==> config.mk <==
export PLATFORM = sky130hd
export DESIGN_NAME = ps2_keyboard_tx
export DESIGN_NICKNAME = d
export VERILOG_FILES = /design/src/rtl/ps2_keyboard_tx.sv
export SDC_FILE = /design/constraint.sdc
export NUM_CORES = 1
export LEC_CHECK = 0
export CORE_MARGIN = 3
export CORE_UTILIZATION = 38
export CTS_BUF_LIST = sky130_fd_sc_hd__clkbuf_4 sky130_fd_sc_hd__clkbuf_8
export DETAILED_ROUTE_END_ITERATION = 10
export GPL_ROUTABILITY_DRIVEN = 0
export PLACE_DENSITY_LB_ADDON = 0.3
export SYNTH_ARGS = -nofsm -noshare
export SYNTH_HDL_FRONTEND = slang
export SYNTH_SLANG_ARGS = --single-unit
==> constraint.sdc <==
create_clock -name clk -period 4.7 [get_ports clk]
set_input_delay 0.94 -clock clk [delete_from_list [all_inputs] [get_ports clk]]
set_output_delay 0.94 -clock clk [all_outputs]
set_load 0.01 [all_outputs]
==> src/rtl/ps2_keyboard_tx.sv <==
// rtl/ps2_keyboard_tx.sv - PS/2 device-side keyboard transmitter with optional 0xF0 break prefix
//
// Accepts a scan code through a valid/ready handshake and sends it as an
// 11-bit PS/2 frame: start 0, data LSB first, odd parity, stop 1. When
// tx_break is set at acceptance, a 0xF0 frame is sent first.
//
// Ports:
//   clk           in   system clock, all logic on the rising edge
//   reset_n       in   asynchronous active-low reset
//   tx_valid      in   request present
//   tx_code[7:0]  in   scan code to send
//   tx_break      in   1: send 0xF0 before tx_code
//   tx_ready      out  idle, a request can be accepted
//   tx_done       out  one-cycle pulse when a request has fully completed
//   busy          out  request in progress (~tx_ready)
//   keyboard_clk  out  PS/2 clock, idle 1
//   keyboard_data out  PS/2 data, idle 1
module ps2_keyboard_tx #(
  parameter int HALF_PERIOD = 2000,
  parameter int GAP_CYCLES  = 4000
) (
  input  logic       clk,
  input  logic       reset_n,
  input  logic       tx_valid,
  input  logic [7:0] tx_code,
  input  logic       tx_break,
  output logic       tx_ready,
  output logic       tx_done,
  output logic       busy,
  output logic       keyboard_clk,
  output logic       keyboard_data
);

  localparam int MAX_CNT = (HALF_PERIOD > GAP_CYCLES) ? HALF_PERIOD : GAP_CYCLES;
  localparam int CW      = $clog2(MAX_CNT) + 1;

  // Counters are loaded with N-1 so each phase lasts exactly N cycles.
  localparam logic [CW-1:0] HALF_LOAD = CW'(HALF_PERIOD - 1);
  localparam logic [CW-1:0] GAP_LOAD  = CW'(GAP_CYCLES - 1);
  localparam logic [3:0]    LAST_IDX  = 4'd10;

  typedef enum logic [1:0] {
    IDLE,
    BIT_HI,
    BIT_LO,
    GAP
  } state_t;

  state_t        state_q;
  logic [CW-1:0] cnt_q;
  logic [3:0]    idx_q;
  logic [7:0]    byte_q;    // byte of the frame currently on the wire
  logic [7:0]    code_q;    // scan code held for the frame after a break prefix
  logic          pend_q;    // a second frame still has to follow
  logic          kclk_q;
  logic          kdata_q;
  logic          ready_q;
  logic          done_q;
  logic          busy_q;
  logic          next_bit_d;

  // Frame bit k: 0 start, 1..8 data LSB first, 9 odd parity, 10 stop.
  function automatic logic frame_bit(input logic [7:0] b, input logic [3:0] k);
    logic [3:0] km1;
    logic       r;
    km1 = k - 4'd1;
    case (k)
      4'd0:    r = 1'b0;
      4'd9:    r = ~^b;
      4'd10:   r = 1'b1;
      default: r = b[km1[2:0]];
    endcase
    return r;
  endfunction

  // Next bit is computed ahead so it can be registered on the rising
  // keyboard_clk edge, keeping data stable across the whole low phase.
  always_comb begin
    next_bit_d = frame_bit(byte_q, idx_q + 4'd1);
  end

  always_ff @(posedge clk or negedge reset_n) begin
    if (!reset_n) begin
      state_q <= IDLE;
      cnt_q   <= '0;
      idx_q   <= 4'd0;
      byte_q  <= 8'h00;
      code_q  <= 8'h00;
      pend_q  <= 1'b0;
      kclk_q  <= 1'b1;
      kdata_q <= 1'b1;
      ready_q <= 1'b1;
      done_q  <= 1'b0;
      busy_q  <= 1'b0;
    end else begin
      done_q <= 1'b0;
      case (state_q)
        IDLE: begin
          if (tx_valid && ready_q) begin
            byte_q  <= tx_break ? 8'hF0 : tx_code;
            code_q  <= tx_code;
            pend_q  <= tx_break;
            idx_q   <= 4'd0;
            cnt_q   <= HALF_LOAD;
            kclk_q  <= 1'b1;
            kdata_q <= 1'b0;
            ready_q <= 1'b0;
            busy_q  <= 1'b1;
            state_q <= BIT_HI;
          end
        end
        BIT_HI: begin
          if (cnt_q == '0) begin
            kclk_q  <= 1'b0;
            cnt_q   <= HALF_LOAD;
            state_q <= BIT_LO;
          end else begin
            cnt_q <= cnt_q - CW'(1);
          end
        end
        BIT_LO: begin
          if (cnt_q == '0) begin
            kclk_q <= 1'b1;
            if (idx_q != LAST_IDX) begin
              idx_q   <= idx_q + 4'd1;
              kdata_q <= next_bit_d;
              cnt_q   <= HALF_LOAD;
              state_q <= BIT_HI;
            end else begin
              kdata_q <= 1'b1;
              cnt_q   <= GAP_LOAD;
              state_q <= GAP;
            end
          end else begin
            cnt_q <= cnt_q - CW'(1);
          end
        end
        GAP: begin
          if (cnt_q == '0) begin
            if (pend_q) begin
              byte_q  <= code_q;
              pend_q  <= 1'b0;
              idx_q   <= 4'd0;
              kdata_q <= 1'b0;
              cnt_q   <= HALF_LOAD;
              state_q <= BIT_HI;
            end else begin
              done_q  <= 1'b1;
              ready_q <= 1'b1;
              busy_q  <= 1'b0;
              state_q <= IDLE;
            end
          end else begin
            cnt_q <= cnt_q - CW'(1);
          end
        end
        default: state_q <= IDLE;
      endcase
    end
  end

  assign tx_ready      = ready_q;
  assign tx_done       = done_q;
  assign busy          = busy_q;
  assign keyboard_clk  = kclk_q;
  assign keyboard_data = kdata_q;

endmodule

### Yosys cells after proc, flatten, opt, wreduce, memory -nomap -nowiden

Cells that the tools add are included.

* add/sub/neg operators: 3
* magnitude comparators: 1
* equality and inequality tests: 14
* muxes and demuxes: 49
* reductions and logical operators: 17

Operator list (number)
* two-way mux 13 bit: 5
* one-hot mux 13 bit (4 select lines): 1
* two-way mux 8 bit: 4
* two-way mux 4 bit: 5
* two-way mux 1 bit: 18
* one-hot mux 8 bit (2 select lines): 1
* AND reduction 4 bit: 4
* inequality test 2 bit (second input constant): 7
* logical NOT 13 bit: 1
* subtractor 13 x 1 -> 13 bit (second input constant): 1
* two-way mux 12 bit: 1
* one-hot mux 4 bit (3 select lines): 1
* two-way mux 2 bit: 5
* one-hot mux 1 bit (3 select lines): 3
* equality test 4 bit (second input constant): 2
* one-hot mux 2 bit (4 select lines): 1
* XNOR reduction 8 bit: 1
* one-hot mux 1 bit (2 select lines): 3
* AND reduction 6 bit: 1
* nonzero test 3 bit: 2
* AND reduction 5 bit: 1
* adder 4 x 1 -> 4 bit (second input constant): 1
* equality test 2 bit (second input constant): 2
* logical NOT 4 bit: 1
* 11 further kinds: 12

* bits in registers: 41
* input port bits: 12
* output and inout bits: 5

### Logic depth before layout (Yosys ltp)

Gate-level depths: netlist of the first run.

* depth after elaboration: 8
* depth in mapped cells: 8
* gate-level depth less buffers: 7

### Worst setup path after synthesis of the first run

No wires, ideal clock.

* kind: input port to flip-flop
* start: input port tx_valid
* end: register cnt_q[9]
* library setup time: 0.119 ns
* data arrival time: 1.824 ns
* data required time: 4.581 ns
* setup slack: 2.757 ns
* cell stages on the path: 5
* buffers on the path: 0
* path through: a211oi_1 nor4_1 nand4b_1 xor2_1 nand2_1

* word-level cells in the longest chain between the ends: 3

Ends and longest elaborated chain
* from (decl): RTL line 24 `input logic tx_valid,`
* logical AND 1 bit: RTL line 99 `if (tx_valid && ready_q) begin`
* inequality test 2 bit (no source line)
* AND reduction 2 bit (no source line)
* to (signal assigned): RTL line 118 `cnt_q <= cnt_q - CW'(1);`
* to (signal assigned): RTL line 135 `cnt_q <= cnt_q - CW'(1);`
* to (signal assigned): RTL line 154 `cnt_q <= cnt_q - CW'(1);`
* to (decl): RTL line 50 `logic [CW-1:0] cnt_q;`

Every way passes these cells.
A chain may end at the register's enable or synchronous reset.

### Final worst setup path of the first run

* start: input port tx_valid
* end: register byte_q[6]

* word-level cells in the longest chain between the ends: 3

Ends and longest elaborated chain
* logical AND 1 bit: RTL line 99
* inequality test 2 bit (no source line)
* AND reduction 4 bit (no source line)
* to (signal assigned): RTL line 100 `byte_q <= tx_break ? 8'hF0 : tx_code;`
* to (signal assigned): RTL line 141 `byte_q <= code_q;`
* to (decl): RTL line 52 `logic [7:0] byte_q;`

Every way passes these cells.

==> metrics.cfg, run 1 <==
[clock_network]
ctsResizeCount=0
cts_root_buf=clkbuf_8
h-tree-depth=2
insertion_delay_ns=0.30
cts_sinks=41
clkTransAtPathRegs_ns=0.08
cts_inserted_buffers=5
cts_setup_buffers=0
cts_tree=done
hold_buffers=0
clockBufferDepth=2

[grt]
grt_pass1_vias=1790
antenna_found_initial=0
grt_pass1_wl_um=8490
grtUsageTotal_pct=14.6
gr-total-overflow=0
grt_start_max_net_pins=42

[yosys]
post-synth-top-area-fraction_pct=40.6
ys_top_cells_by_count=nand2_1 (45), dfrtp_1 (38), o21ai_0 (15), a21oi_1 (14), nor2_1 (12)
syn_nets=270
synth-edff-count=0
synth_top_family_by_area=simple AND/OR/NAND/NOR gates
syn_inst=252
ys_seq_elements=41
yosys_warnings=0
synth_xor_area_share_pct=5.23
async_flop_share_pct=100
ys_seq_area_share_pct=43.9
yosys.area.top_type=dfrtp_1
synth_compound_area_share_pct=13.7
synth_ff_type=dfrtp_1
yosysUniqueCellTypes=49
synth_fa_ha_area_share_pct=3.20
netlist_area_mm2=0.00234
synth_area_leaders=dfrtp_1 (41%), nand2_1 (7.2%), xnor2_1 (3.7%), dfstp_2 (3.4%), ha_1 (3.2%)
syn_avg_cell_area_um2=9.30
synth_simple_gate_area_share_pct=24.5
synth_mux_area_share_pct=6.09
yosysMostFrequentCell=nand2_1

[setup_path]
arrival_ns=2.77
endpoint_kind=flip-flop
slowest_stage=clkdlybuf4s50_1
critPathMaxStageDelay_ns=0.53
start_kind=input pin
crit_required_ns=4.89
crit_type=input pin to flip-flop
crit_chain=clkdlybuf4s50_1 -> and3_1 -> a21oi_2 -> or2_1 -> mux2_4
cp_max_fo=12
r2r_slack_ns=2.30

[sta]
min_period_ns=2.58
slew_headroom_pct=40.7
skew_ns=0.00784
timing_hold_violations_final=0
worst_pin_slew_ns=0.889
finalWorstSetupSlack_ns=2.12
setup-tns-final_ns=0
rsz0062_at_grt=false
setup_violations=0
clock.fmax_ghz=0.388
fin_crit_sh_pct=54.8
drv_slew=0

[power]
swShare_pct=21.5
p_per_area_mw_per_mm2=238
p_sw_mw=0.135
p_leak_nw=1.22
seqPwrFrac_pct=55.9
p_int_mw=0.495
comb_power_share_pct=3.5
worst_ir_drop_vdd_uv=162
clock_power_share_pct=40.7

[detailed_routing]
drc=0
wl_um=4770
dr.pass1.iters=4
vias_per_cell=5.39
vias=1826
dr.first_iter.drc_count=95
wl_per_cell_um=14.1
ant_nets=0

[cells_and_area]
area_growth_pct=13.0
antenna_cells=0
final_layout_size_suffix_gt1_share_pct=9.36
nets=284
fill_cells=557

[run]
drv_cap=0

[die]
dieWidth_um=84.5
io_pins=17
die-height_um=84.5
dieArea_mm2=0.00715
initial_utilization_pct=40.8
rows=27
core_mm2=0.00574

[placed_design]
place.port_buffers=16
dp_hpwl_um=3310
place_ws_ns=1.77

[outcome]
status=completed

[hold_path]
hp-class=flip-flop to flip-flop

[worst paths after layout]
check                                          startpoint  cells after the start                        end
worst max-delay path                             tx_valid                      5      byte_q[6]$_DFFE_PN0P_
worst min-delay path            keyboard_data$_DFFE_PN1P_                      2  keyboard_data$_DFFE_PN1P_
worst max register to register     state_q[0]$_DFFE_PN0P_                      5      byte_q[6]$_DFFE_PN0P_
worst min register to register  keyboard_data$_DFFE_PN1P_                      2  keyboard_data$_DFFE_PN1P_
max in group asynchronous                         reset_n                      1       cnt_q[3]$_DFFE_PN0P_
min in group asynchronous                         reset_n                      1      byte_q[7]$_DFFE_PN0P_
[worst max-delay path: cells and delay by family]
| family | cells | cell delay, ns |
|---|---|---|
| and+or+nand+nor | 2 | 0.87 |
| muxes | 1 | 0.36 |
| AOI/OAI and AO/OA | 1 | 0.06 |
| buffers and inverters | 1 | 0.53 |
[area by class of cell]
cell class	count	area (µm²)	area share (%)
inverters	10	37.5	1.42
well taps	72	90.1	3.40
flip-flops and latches	41	1030	38.9
repair buffers	16	155	5.86
multi-input cells	192	1230	46.6
clock buffers	7	96.3	3.64
clock inverters	1	5.00	0.189
[logic make-up after synthesis]
family,after synthesis
compound gates,52
xor+xnor,14
fa+ha+maj,6
buf+inv,19
flops,41
mux,11
simple gates,109
[placed cells by master, fill, tap and decap left out, types with 3 or more instances in the layout]
| master | n |
|---|---|
| dfstp_2 | 3 |
| nor2b_1 | 3 |
| nand3_1 | 8 |
| xor2_1 | 4 |
| xnor2_1 | 10 |
| clkbuf_8 | 7 |
| clkdlybuf4s50_1 | 15 |
| mux2i_1 | 6 |
| nor3_2 | 3 |
| nor3_1 | 7 |
| mux2_4 | 4 |
| dfrtp_1 | 38 |
| o21ai_1 | 3 |
| a21oi_1 | 14 |
| nand4_1 | 3 |
| nor3b_1 | 7 |
| ha_1 | 6 |
| inv_1 | 10 |
| a31oi_1 | 4 |
| nand2_1 | 45 |
| and3_1 | 3 |
| nor2_1 | 12 |
| nand2b_1 | 5 |
| o21ai_0 | 15 |
[per-layer routing]
layer | part of all wire, % | wire (µm) | vias to the layer above | global-route usage, %
li1 | - | - | 915 | -
met1 | 50 | 2400 | 877 | 20.5
met2 | 46 | 2170 | 29 | 22.3
met3 | 2.7 | 131 | 5 | 3.04
met4 | 1.5 | 71 | 0 | 5.04
met5 | 0 | 0 | - | 0
[registers in the layout, summed over array words and instances (netlist names)]
signal         count
busy               1
byte_q             8
cnt_q             13
code_q             8
idx_q              4
keyboard_clk       1
keyboard_data      1
pend_q             1
state_q            2
tx_done            1
tx_ready           1
[power by group through the flow]
stage               clock network (mW)  registers [mW]  logic (mW)
global route                     0.283           0.353      0.0245
finish                           0.256           0.353      0.0218
detailed placement                   0           0.359      0.0225
CTS                              0.265           0.353      0.0225
global placement                     0           0.359      0.0228
floorplan                            0           0.360     0.00467
[metrics by stage]
step | util, % | cell area [µm²] | total power [mW] | hold WS [ns] | cells
floorplan | - | 2340 | 0.364 | 0.446 | 252
global placement | 44.3 | 2550 | 0.382 | 0.453 | 331
detailed placement | 44.3 | 2550 | 0.382 | 0.454 | 331
CTS | 46.1 | 2650 | 0.640 | 0.467 | 339
global route | 46.1 | 2650 | 0.660 | 0.484 | 339
finish | 46.1 | 2650 | 0.631 | 0.464 | 339
Note: power is estimated with default switching activity, not from simulation.
==> run 2: changes to the inputs <==
clock period = 2.15 ns   (was 4.7 ns; I/O delays follow)
==> run 2 against run 1 <==
  * Worst setup slack got worse by 1.9 ns
  * Power up 110%
  * Sequential power is 120% higher
  * Global-route usage about the same
  * Core utilization rose by 2.0 points
  * Register-to-register slack worse by 2.1 ns
  * Clock skew is 0.00058 ns lower
  * Non-clock buffer count is 17 higher
  * Die area did not move
  * Critical path depth up 2
  * Combinational power rose by 130%
  * Critical path type is now flip-flop to flip-flop
  * Critical endpoint is now byte_q[7]$_DFFE_PN0P_
==> metrics.cfg, run 2 (synthesized netlist as in run 1, its figures left out) <==
[clock_network]
cts_sinks=41  ; unchanged
insertion_delay_ns=0.30  ; about the same
clockBufferDepth=2  ; unchanged
cts_setup_buffers=0  ; unchanged
ctsResizeCount=0  ; unchanged
cts_tree=done
hold_buffers=0  ; unchanged
cts_inserted_buffers=5  ; unchanged
h-tree-depth=2  ; unchanged
clkTransAtPathRegs_ns=0.08  ; about the same
cts_root_buf=clkbuf_8

[cells_and_area]
reg.largest.list=cnt_q x13, byte_q x8, code_q x8
antenna_cells=0  ; unchanged
regMostFlops=cnt_q
nets=301  ; +6.0%
layout.cells.non_filler=356  ; +5.0%
largest_reg_flops=13  ; unchanged
final_common_cell=nand2_1
mostFrequentLayoutCells=nand2_1 (45), dfrtp_1 (38), buf_4 (17)
area_growth_pct=18.0
final_layout_size_suffix_gt1_share_pct=14.8  ; +5.4 points

[sta]
finalWorstSetupSlack_ns=0.198  ; -1.92 ns
min_period_ns=1.95
clock.fmax_ghz=0.512
skew_ns=0.00726  ; -0.000584 ns
holdWs_ns=0.179  ; -0.285 ns
setup_violations=0  ; unchanged
slew_headroom_pct=64.8  ; +24 points
drv_slew=0  ; unchanged
fin_crit_sh_pct=90.8
rsz0062_at_grt=false
setup-tns-final_ns=0  ; unchanged
worst_pin_slew_ns=0.529  ; -0.360 ns
timing_hold_violations_final=0  ; unchanged

[outcome]
status=completed

[setup_path]
crit_type=flip-flop to flip-flop
arrival_ns=2.14  ; -0.63 ns
start_kind=flip-flop
crit_chain=inv_1 -> ha_1 -> nor2b_1 -> and4_4 -> a21oi_2 -> or2_1 -> mux2_4
cp_max_fo=5  ; -7
slowest_stage=dfrtp_1
r2r_slack_ns=0.20  ; -2.10 ns
endpoint_kind=flip-flop
critPathMaxStageDelay_ns=0.42  ; -0.11 ns
crit_required_ns=2.34  ; -2.55 ns

[grt]
grt_pass1_vias=1728  ; -3.5%
antenna_found_initial=0  ; unchanged
grt_start_max_net_pins=42  ; unchanged
grtUsageTotal_pct=14.6  ; about the same
grt_pass1_wl_um=8410  ; -0.97%
gr-total-overflow=0  ; unchanged

[power]
p_per_area_mw_per_mm2=483  ; +100%
p_leak_nw=1.28  ; +5.3%
worst_ir_drop_vdd_uv=290  ; +79%
p_total_mw=1.34  ; +110%

[detailed_routing]
drc=0  ; unchanged
wl_um=4990  ; +4.7%
vias_per_cell=5.34  ; -0.86%
dr.first_iter.drc_count=93  ; -2.1%
dr.pass1.iters=4  ; unchanged
vias=1901  ; +4.1%
wl_per_cell_um=14.0  ; -0.32%
ant_nets=0  ; unchanged

[placed_design]
place.port_buffers=16  ; unchanged
place_ws_ns=0.133  ; -1.64 ns
dp.cells=348  ; +5.1%
dp_hpwl_um=3560  ; +7.4%

[die]
die-height_um=84.5  ; unchanged
dieWidth_um=84.5  ; unchanged
rows=27  ; unchanged
initial_utilization_pct=40.8  ; unchanged
io_pins=17  ; unchanged
dieArea_mm2=0.00715  ; unchanged
core_mm2=0.00574  ; unchanged

[run]
drv_cap=0  ; unchanged

[hold_path]
hp-class=input pin to asynchronous set/reset pin

## run 2: cell types whose count changed in the layout (fill, tap and decap cells not counted), sizes merged
cell / before / now
clkinvlp: 0 / 3
buf: 1 / 18
clkinv: 1 / 0
clkbuf: 7 / 5
## run 2: power breakdown
group          switching, mW  total, mW  internal (mW)  leakage (nW)
logic                 0.0262     0.0493         0.0231         0.769
clock network          0.289      0.517          0.228        0.0364
registers                  0      0.771          0.771         0.479
## run 2: critical path, delay by kind of cell, from the launching register on
family          cells  cell delay (ns)
flops               1             0.42
compound gates      1             0.06
mux                 1             0.33
fa+ha+maj           1             0.13
buf+inv             1             0.09
simple gates        3             0.81
## run 2: layout make-up
type / instances / area (µm²)
Clock inverter: 3 / 22.5
Timing Repair Buffer: 33 / 283
Tap cell: 72 / 90.1
Inverter: 10 / 37.5
Multi-Input combinational cell: 192 / 1230
Clock buffer: 5 / 68.8
Sequential cell: 41 / 1030
Fill cell: 575 / 2980
## run 2: metal layers
metal / share of wire (%) / vias to the layer above / global-route usage [%] / wire length (µm)
met5: 0 / - / 0 / 0
met2: 44 / 35 / 21.7 / 2200
li1: - / 950 / - / -
met4: 1.6 / 0 / 6.47 / 81
met3: 3.5 / 6 / 3.14 / 177
met1: 51 / 910 / 20.4 / 2530
## run 2: final timing paths
| path | startpoint | to | cells after the start |
|---|---|---|---|
| min in group clk | keyboard_data$_DFFE_PN1P_ | keyboard_data$_DFFE_PN1P_ | 2 |
| worst max register to register | cnt_q[0]$_DFFE_PN0P_ | byte_q[7]$_DFFE_PN0P_ | 7 |
| worst max-delay path | cnt_q[0]$_DFFE_PN0P_ | byte_q[7]$_DFFE_PN0P_ | 7 |
| max in group asynchronous | reset_n | tx_ready$_DFFE_PN1P_ | 2 |
| worst min-delay path | reset_n | cnt_q[12]$_DFFE_PN0P_ | 2 |
| worst min register to register | keyboard_data$_DFFE_PN1P_ | keyboard_data$_DFFE_PN1P_ | 2 |
## run 2: per-stage QoR
stage	area, µm²	util [%]
after floorplan	2340	-
after global placement	2670	46.6
after detailed placement	2670	46.6
after CTS	2770	48.1
after global routing	2770	48.1
final	2770	48.1
